## src/rtl/syn_bht_predictor_pkg.sv

```systemverilog
// Shared constants and types for the branch history table predictor:
// fetch-address width, default table depth and 2-bit counter encodings.
package syn_bht_predictor_pkg;

    // Word-addressed instruction memory PC width.
    localparam int unsigned IM_ADDR_BIT = 10;

    // Default number of predictor entries.
    localparam int unsigned BHT_ENTRIES_DEF = 8;

    // Width of the per-entry direction counter.
    localparam int unsigned BHT_CNT_W = 2;

    // Direction counter states; the upper half predicts taken.
    typedef enum logic [BHT_CNT_W-1:0] {
        CntSnt = 2'd0,
        CntWnt = 2'd1,
        CntWt  = 2'd2,
        CntSt  = 2'd3
    } bht_cnt_e;

endpackage

```

## src/rtl/syn_bht_predictor_sat_counter2.sv

```systemverilog
// Combinational 2-bit saturating counter step: increments on inc_i,
// otherwise decrements, clamping at strongly-taken / strongly-not-taken.
module sat_counter2
    import syn_bht_predictor_pkg::*;
(
    input  bht_cnt_e cnt_i,
    input  logic     inc_i,
    output bht_cnt_e cnt_o
);

    // Saturating increment/decrement of the current counter value.
    always_comb begin
        cnt_o = cnt_i;
        if (inc_i) begin
            if (cnt_i != CntSt) begin
                cnt_o = bht_cnt_e'(cnt_i + 2'd1);
            end
        end else begin
            if (cnt_i != CntSnt) begin
                cnt_o = bht_cnt_e'(cnt_i - 2'd1);
            end
        end
    end

endmodule

```

## src/rtl/syn_bht_predictor.sv

```systemverilog
// Fully associative branch history table with round-robin allocation.
// Lookup is combinational from registered state; updates land on the next
// clock edge. Optional hit/mispredict statistics under BHT_STATS_EN.
module syn_bht_predictor
    import syn_bht_predictor_pkg::*;
#(
    parameter int unsigned ENTRIES  = BHT_ENTRIES_DEF,
    parameter int unsigned ADDR_BIT = IM_ADDR_BIT
) (
    input  logic                clk,
    input  logic                rst,
    input  logic                en,
    input  logic [ADDR_BIT-1:0] lk_pc,
    output logic                pred_hit,
    output logic                pred_taken,
    output logic [ADDR_BIT-1:0] pred_target,
`ifdef BHT_STATS_EN
    output logic [15:0]         stat_pred,
    output logic [15:0]         stat_miss,
`endif
    input  logic                upd_en,
    input  logic [ADDR_BIT-1:0] upd_pc,
    input  logic                upd_taken,
    input  logic [ADDR_BIT-1:0] upd_target,
    input  logic                upd_mispredict
);

    localparam int unsigned PtrW = (ENTRIES > 1) ? $clog2(ENTRIES) : 1;

    logic                valid_q  [ENTRIES];
    logic [ADDR_BIT-1:0] tag_q    [ENTRIES];
    logic [ADDR_BIT-1:0] target_q [ENTRIES];
    bht_cnt_e            cnt_q    [ENTRIES];
    logic [PtrW-1:0]     ptr_q;

    logic                lk_hit;
    logic [PtrW-1:0]     lk_idx;
    logic                up_hit;
    logic [PtrW-1:0]     up_idx;
    bht_cnt_e            cnt_next;

    // Associative search for the fetch PC (tags are unique, so any match wins).
    always_comb begin
        lk_hit = 1'b0;
        lk_idx = '0;
        for (int i = 0; i < ENTRIES; i++) begin
            if (valid_q[i] && (tag_q[i] == lk_pc)) begin
                lk_hit = 1'b1;
                lk_idx = PtrW'(i);
            end
        end
    end

    // Associative search for the resolved PC.
    always_comb begin
        up_hit = 1'b0;
        up_idx = '0;
        for (int i = 0; i < ENTRIES; i++) begin
            if (valid_q[i] && (tag_q[i] == upd_pc)) begin
                up_hit = 1'b1;
                up_idx = PtrW'(i);
            end
        end
    end

    sat_counter2 u_sat_counter2 (
        .cnt_i (cnt_q[up_idx]),
        .inc_i (upd_taken),
        .cnt_o (cnt_next)
    );

    assign pred_hit    = lk_hit;
    assign pred_taken  = lk_hit && (cnt_q[lk_idx] >= CntWt);
    assign pred_target = pred_taken ? target_q[lk_idx] : lk_pc + ADDR_BIT'(1);

    // Table update: train a hit entry, or allocate on a taken miss.
    always_ff @(posedge clk) begin
        if (rst) begin
            ptr_q <= '0;
            for (int i = 0; i < ENTRIES; i++) begin
                valid_q[i] <= 1'b0;
            end
        end else if (en && upd_en) begin
            if (up_hit) begin
                cnt_q[up_idx] <= cnt_next;
                if (upd_taken) begin
                    target_q[up_idx] <= upd_target;
                end
            end else if (upd_taken) begin
                valid_q[ptr_q]  <= 1'b1;
                tag_q[ptr_q]    <= upd_pc;
                target_q[ptr_q] <= upd_target;
                cnt_q[ptr_q]    <= CntWt;
                ptr_q           <= (ptr_q == PtrW'(ENTRIES - 1)) ? '0 : ptr_q + PtrW'(1);
            end
        end
    end

`ifdef BHT_STATS_EN
    logic [15:0] stat_pred_q;
    logic [15:0] stat_miss_q;

    // Saturating counters of taken predictions and reported mispredicts.
    always_ff @(posedge clk) begin
        if (rst) begin
            stat_pred_q <= '0;
            stat_miss_q <= '0;
        end else if (en) begin
            if (pred_taken && (stat_pred_q != 16'hFFFF)) begin
                stat_pred_q <= stat_pred_q + 16'd1;
            end
            if (upd_en && upd_mispredict && (stat_miss_q != 16'hFFFF)) begin
                stat_miss_q <= stat_miss_q + 16'd1;
            end
        end
    end

    assign stat_pred = stat_pred_q;
    assign stat_miss = stat_miss_q;
`else
    logic unused_mispredict;
    assign unused_mispredict = upd_mispredict;
`endif

endmodule
```

## config.mk

```make
export PLATFORM = sky130hd
export DESIGN_NAME = syn_bht_predictor
export DESIGN_NICKNAME = d
export VERILOG_FILES = /design/src/rtl/syn_bht_predictor_pkg.sv /design/src/rtl/syn_bht_predictor_sat_counter2.sv /design/src/rtl/syn_bht_predictor.sv
export SDC_FILE = /design/constraint.sdc
export NUM_CORES = 1
export LEC_CHECK = 0
export BUFFER_PORTS_ARGS = -buffer_cell sky130_fd_sc_hd__buf_2
export CORE_UTILIZATION = 50
export DETAILED_ROUTE_END_ITERATION = 10
export PLACE_DENSITY = 0.72
export SKIP_CTS_REPAIR_TIMING = 1
export SLEW_MARGIN = 15
export SYNTH_ARGS = -nofsm -noshare
export SYNTH_HDL_FRONTEND = slang
export SYNTH_SLANG_ARGS = --single-unit
```

## constraint.sdc

```tcl
create_clock -name clk -period 11.3 [get_ports clk]
set_input_delay 2.26 -clock clk [delete_from_list [all_inputs] [get_ports clk]]
set_output_delay 2.26 -clock clk [all_outputs]
set_load 0.005 [all_outputs]
```

==> results of run 1 <==
-- worst max-delay path: stages --
cell	delay (ns)
sky130_fd_sc_hd__buf_2	0.47
sky130_fd_sc_hd__xnor2_1	0.22
sky130_fd_sc_hd__nand3_1	0.12
sky130_fd_sc_hd__or3_1	0.41
sky130_fd_sc_hd__a21oi_1	0.25
sky130_fd_sc_hd__o21bai_1	0.16
sky130_fd_sc_hd__a21oi_2	0.70
sky130_fd_sc_hd__and2_1	0.60
sky130_fd_sc_hd__a221oi_1	0.16
sky130_fd_sc_hd__a21oi_1	0.31
sky130_fd_sc_hd__mux2_4	0.21
sky130_fd_sc_hd__buf_2	0.11
-- layer usage --
metal | routed length, microns | vias up | track usage, %
met2 | 11000 | 340 | 39.4
met1 | 10200 | 3228 | 34.0
met3 | 1940 | 46 | 4.28
met4 | 535 | 0 | 9.38
met5 | 0 | - | 0
li1 | - | 2950 | -
-- power by group through the flow --
| stage | sequential [mW] | clock, mW | combinational (mW) |
|---|---|---|---|
| global placement | 0.776 | 0 | 0.0884 |
| global route | 0.761 | 0.633 | 0.0998 |
| CTS | 0.761 | 0.606 | 0.0921 |
| finish | 0.761 | 0.604 | 0.0930 |
| floorplan | 0.776 | 0 | 0.0618 |
| detailed placement | 0.776 | 0 | 0.0916 |
-- kinds of logic after synthesis --
logic type,count (synthesis),share of synthesized area (%)
adders and majority gates,3,0.390
DFF,187,57.2
and+or+nand+nor,225,12.5
AOI/OAI and AO/OA,102,7.59
muxes,36,3.87
buffers and inverters,43,2.69
xor gates and xnor gates,168,15.8
-- synthesized netlist by cell type, drive strengths merged --
master	n	area, sq um
nand3	34	180
nor3	32	170
o311ai	2	17.5
clkbuf	6	22.5
xor2	9	78.8
a31oi	1	6.26
nand2	23	86.3
a21o	23	173
edfxtp	176	5290
o21ai	17	85.1
nor4	4	25.0
o41a	2	22.5
o31ai	2	15.0
or3	12	75.1
ha	3	37.5
nand2b	6	37.5
and2	11	68.8
dfxtp	11	220
clkinv	1	3.75
a21boi	4	30.0
o21bai	3	22.5
xnor2	159	1440
a21oi	19	114
mux2	4	52.6
inv	8	30.0
and3	5	31.3
o221a	2	22.5
a211o	1	8.76
nor2b	4	25.0
mux2i	32	320
nor2	35	131
a211oi	8	60.1
nor4bb	1	10.0
a31o	3	26.3
buf	28	203
o32ai	3	26.3
nor3b	1	7.51
a221oi	9	78.8
o22ai	2	12.5
nand4	57	357
a221o	1	10.0
-- how the worst max path moves through the flow --
stage,cells past startpoint,slack [ns],start,endpoint
global route,12,2.75,lk_pc[2],pred_target[1]
CTS,12,3.07,lk_pc[2],pred_target[1]
finish,12,3.03,lk_pc[2],pred_target[1]
global placement,12,3.11,lk_pc[2],pred_target[1]
floorplan,13,4.37,lk_pc[0],pred_target[1]
detailed placement,12,3.05,lk_pc[2],pred_target[1]
-- layout make-up --
class	count	share of cell area [%]
well taps	234	2.76
clock buffers	17	4.01
inverters	9	0.319
clock inverters	15	1.85
repair buffers	52	2.60
flip-flops and latches	187	51.9
multi-input cells	534	36.6
-- registers in the layout, summed over array words and instances (netlist names) --
signal and flops:
ptr_q 3, valid_q 8, target_q 80, tag_q 80, cnt_q 16
==> metrics.csv, run 1 <==
metric,value,unit
cell area power density,137,nW/um^2
growth of design area from synthesis to finish,10.2,%
via count of the first global-routing pass,6506,
total nets after synthesis,803,
DRC violation count after routing,0,
Final Routed Wirelength,23.7,mm
DR WL/cell,22.6,microns
proportion of power drawn by flip-flops and latches,52.2,%
synth warn,0,
post-detailed-placement half-perimeter wirelength,15.8,mm
Storage cell area,5510,sq um
Final Hold Slack,0.501,ns
routability congestion estimate,0.970,
total number of vias,6564,
maximum achievable frequency,121,MHz
Antenna Diode Count,0,
buffer type at the clock tree root,sky130_fd_sc_hd__clkbuf_16,
Core Rows,50,
number of antenna violations at the first check in global routing,0,
net switching fraction of the power,24.9,%
hold path startpoint,valid_q[0],
type of the worst min-delay path,flop to flop,
power dissipated by switching net loads,364,uW
part of the cycle the worst path needs,73.2,%
Final WS setup,3.03,ns
TritonCTS clock tree,done,
DRT iter0 DRCs,670,
setup slack of the most critical reg-to-reg path,7.09,ns
# placed instances,1016,
Critical Path End Type,output pin,
die height,141,microns
"count of placed standard cells in the final layout, fillers left out",1048,
portion of total power attributed to the clock network,41.5,%
overall fraction of global-route tracks in use,24.7,%
fill cell total of the finished layout,1502,
final design utilization,56.5,%
Gate Count Post-Synth,764,
clock latency on the worst-skew pair,0.44,ns
Final Slew Violations,0,
"IR drop worst, VDD",111,uV
endpoint of the lowest-slack register-to-register path,target_q[7][0],
Worst EP arrival,6.01,ns
final instance area,10600,sq um
pre-CTS setup slack,3.05,ns
Startpoint Class,input port,
post-layout minimum cycle time,8.27,ns
slew of the pin with the lowest slew margin,1.24,ns
cell count of the worst reg-to-reg path,10,
Static Leakage,3.35,nW
total of max-cap violations,0,
via/cell ratio,6.26,
area of the die,19800,sq um
Max transition margin,16.8,%
total number of H-tree levels,4,
Pint,1.09,mW
1st-pass router iterations,8,
largest net degree at the start of global routing,26,
combinational share of power,6.4,%
die width,141,microns
Port Buf Inserts,46,
GR Overflow Total,0,
final setup violation count,0,
area used by multi-input combinational logic,3880,sq um
layout cell share with drive strength beyond 1,13.0,%
remaining antenna violation count,0,
unrepaired setup endpoints after global routing,false,
number of stages on the worst hold path,1,
Worst Hold Path EP,valid_q[0],
Max Root-Sink Buffers,2,
startpoint-to-endpoint class of the critical path,input port to output pin,
clock buffer count from CTS,17,
post-CTS clock slew at the launch and capture registers of the worst setup and hold paths,0.08,ns
setup total negative slack,0,ns
clk sinks,187,
launch point of the worst reg-to-reg path,tag_q[3][5],
placed instance area,9980,sq um
# IOs,48,
"commonest cells after routing, fill and taps aside","176 x sky130_fd_sc_hd__edfxtp_1, 156 x sky130_fd_sc_hd__xnor2_1, 57 x sky130_fd_sc_hd__nand4_1",
effective utilization at floorplan,51.3,%
cell area after synthesis,9630,sq um
portion of the post-synthesis area used by sequential elements,57.2,%
outcome,"complete, no violations",
required time at the endpoint of the critical path,9.04,ns
Post-Route Skew,0.0106,ns
distinct cell type count of the synthesized netlist,51,
Core Region,18800,sq um
"Net count, final",840,
number of endpoints with negative hold slack in the final report,0,
syn avg cell area,12.6,sq um
most frequent standard cell in the layout excluding fill and tap cells,sky130_fd_sc_hd__edfxtp_1,
wire length of the first global-routing pass,36.2,mm
highest net fanout along the worst path,18,
"flops & latches, synth",187,
final total power,1.46,mW
No activity file was read; power rests on OpenSTA's default activity.
==> run 2: changes to the inputs <==
--- a/config.mk
+++ b/config.mk
@@ -8,7 +8,7 @@
 export BUFFER_PORTS_ARGS = -buffer_cell sky130_fd_sc_hd__buf_2
 export CORE_UTILIZATION = 50
 export DETAILED_ROUTE_END_ITERATION = 10
-export PLACE_DENSITY = 0.72
+export PLACE_DENSITY = 0.75
 export SKIP_CTS_REPAIR_TIMING = 1
 export SLEW_MARGIN = 15
 export SYNTH_ARGS = -nofsm -noshare
==> constraint.sdc (replaced) <==
create_clock -name clk -period 7.05 [get_ports clk]
set_input_delay 1.41 -clock clk [delete_from_list [all_inputs] [get_ports clk]]
set_output_delay 1.41 -clock clk [all_outputs]
set_load 0.005 [all_outputs]
==> run 2 against run 1 <==
  * Design area rose by 0.19%
  * Critical path depth increased by 1
  * Via count decreased by 2.3%
  * Hold slack got worse by 0.0018 ns
  * Combinational power grew 59%
  * Register-to-register slack got worse by 4.2 ns
  * Critical endpoint unchanged
  * Non-clock buffer count rose by 4
  * Total power grew 61%
  * Sequential power grew 60%
  * Flip-flop and latch count unchanged
  * Clock power up 63%
  * Clock skew grew 0.00090 ns
==> metrics.csv, run 2 (synthesized netlist as in run 1, its figures left out) <==
metric,value,unit
DRC violation count after routing,0,
part of the cycle the worst path needs,89.0,%
"IR drop worst, VDD",173,uV
die width,141,microns
total number of vias,6410,
Startpoint Class,input port,
biggest regs,"tag_q (80), target_q (80), cnt_q (16)",
post-layout minimum cycle time,6.28,ns
TritonCTS clock tree,done,
buffer type at the clock tree root,sky130_fd_sc_hd__clkbuf_16,
layout cell share with drive strength beyond 1,13.3,%
clk sinks,187,
final setup violation count,0,
Final Slew Violations,0,
startpoint-to-endpoint class of the critical path,input port to output pin,
final total power,2.35,mW
DR WL/cell,21.8,microns
remaining antenna violation count,0,
slew of the pin with the lowest slew margin,1.22,ns
largest net degree at the start of global routing,21,
number of endpoints with negative hold slack in the final report,0,
highest routed layer,met4,
cell area power density,221,nW/um^2
"Net count, final",844,
# IOs,48,
Worst EP arrival,4.87,ns
DRT iter0 DRCs,624,
maximum achievable frequency,159,MHz
routed length on met2,10.3,mm
via count of the first global-routing pass,6269,
Static Leakage,3.36,nW
routability congestion estimate,0.919,
fill cell total of the finished layout,1502,
Post-Route Skew,0.0115,ns
total number of H-tree levels,4,
Port Buf Inserts,46,
post-CTS clock slew at the launch and capture registers of the worst setup and hold paths,0.07,ns
die height,141,microns
overall fraction of global-route tracks in use,24.4,%
number of antenna violations at the first check in global routing,0,
via/cell ratio,6.09,
setup total negative slack,0,ns
Final Routed Wirelength,22.9,mm
Storage cell area,5510,sq um
highest net fanout along the worst path,13,
Core Rows,50,
clock latency on the worst-skew pair,0.44,ns
required time at the endpoint of the critical path,5.64,ns
1st-pass router iterations,5,
outcome,"complete, no violations",
unrepaired setup endpoints after global routing,false,
setup slack of the most critical reg-to-reg path,2.90,ns
wire length of the first global-routing pass,35.4,mm
Max Root-Sink Buffers,2,
type of the worst min-delay path,flop to flop,
Core Region,18800,sq um
most frequent standard cell in the layout excluding fill and tap cells,sky130_fd_sc_hd__edfxtp_1,
growth of design area from synthesis to finish,10.4,%
met3 routed wirelength,1.84,mm
Max transition margin,18.2,%
total of max-cap violations,0,
M1 wire length,9.89,mm
effective utilization at floorplan,51.3,%
clock buffer count from CTS,17,
GR Overflow Total,0,
post-detailed-placement half-perimeter wirelength,15.1,mm
area used by multi-input combinational logic,3870,sq um
Antenna Diode Count,0,
area of the die,19800,sq um
"commonest cells after routing, fill and taps aside","176 x sky130_fd_sc_hd__edfxtp_1, 156 x sky130_fd_sc_hd__xnor2_1, 57 x sky130_fd_sc_hd__nand4_1",
Critical Path End Type,output pin,
-- run 2: changes by cell type in the layout (fill, tap and decap cells not counted), moves of 2 or more --
| cell | previous run | this run |
|---|---|---|
| sky130_fd_sc_hd__inv_6 | 0 | 2 |
| sky130_fd_sc_hd__clkinv_8 | 7 | 1 |
| sky130_fd_sc_hd__inv_12 | 0 | 2 |
| sky130_fd_sc_hd__buf_4 | 6 | 10 |
-- run 2: per-layer routing --
metal	track usage, %	up-vias
li1	-	2945
met1	32.7	3067
met2	37.7	326
met3	5.50	72
met4	11.8	0
met5	0	-
-- run 2: worst paths after layout --
check / to / start / cells past startpoint
min: valid_q[0] / valid_q[0] / 1
max reg2reg: target_q[3][0] / tag_q[3][5] / 10
max: pred_target[1] / lk_pc[2] / 13
min reg2reg: valid_q[0] / valid_q[0] / 1
-- run 2: critical path, stage by stage --
cell and delay, ns:
sky130_fd_sc_hd__buf_2 0.45, sky130_fd_sc_hd__xnor2_1 0.22, sky130_fd_sc_hd__nand3_1 0.12, sky130_fd_sc_hd__or3_1 0.49, sky130_fd_sc_hd__nand2b_1 0.20, sky130_fd_sc_hd__a21o_1 0.17, sky130_fd_sc_hd__buf_4 0.26, sky130_fd_sc_hd__mux2_4 0.32
sky130_fd_sc_hd__nor2_1 0.08, sky130_fd_sc_hd__a21oi_1 0.06, sky130_fd_sc_hd__a221o_1 0.55, sky130_fd_sc_hd__mux2_4 0.39, sky130_fd_sc_hd__buf_2 0.13
-- run 2: cell type report --
cell class / count / area share, %
clock buffer: 17 / 4.00
clock inverter: 15 / 1.78
inverter: 9 / 0.318
multi-input combinational: 534 / 36.5
sequential: 187 / 51.8
tap: 234 / 2.76
timing repair buffer: 56 / 2.87
-- run 2: through the flow --
stage	utilization, %	instance area (sq um)	hold WS, ns	std cells	worst slack, ns
finish	56.6	10600	0.499	1052	0.772
global route	56.6	10600	0.527	1052	0.582
CTS	56.6	10600	0.495	1052	0.824
detailed placement	53.3	10000	0.477	1020	0.817
global placement	53.3	10000	0.466	1020	0.859
floorplan	-	9630	0.448	764	1.82
-- run 2: report_power, final --
| group | internal (mW) | switching [mW] |
|---|---|---|
| logic | 0.0532 | 0.0953 |
| clock network | 0.516 | 0.467 |
| registers | 1.22 | 0.00312 |
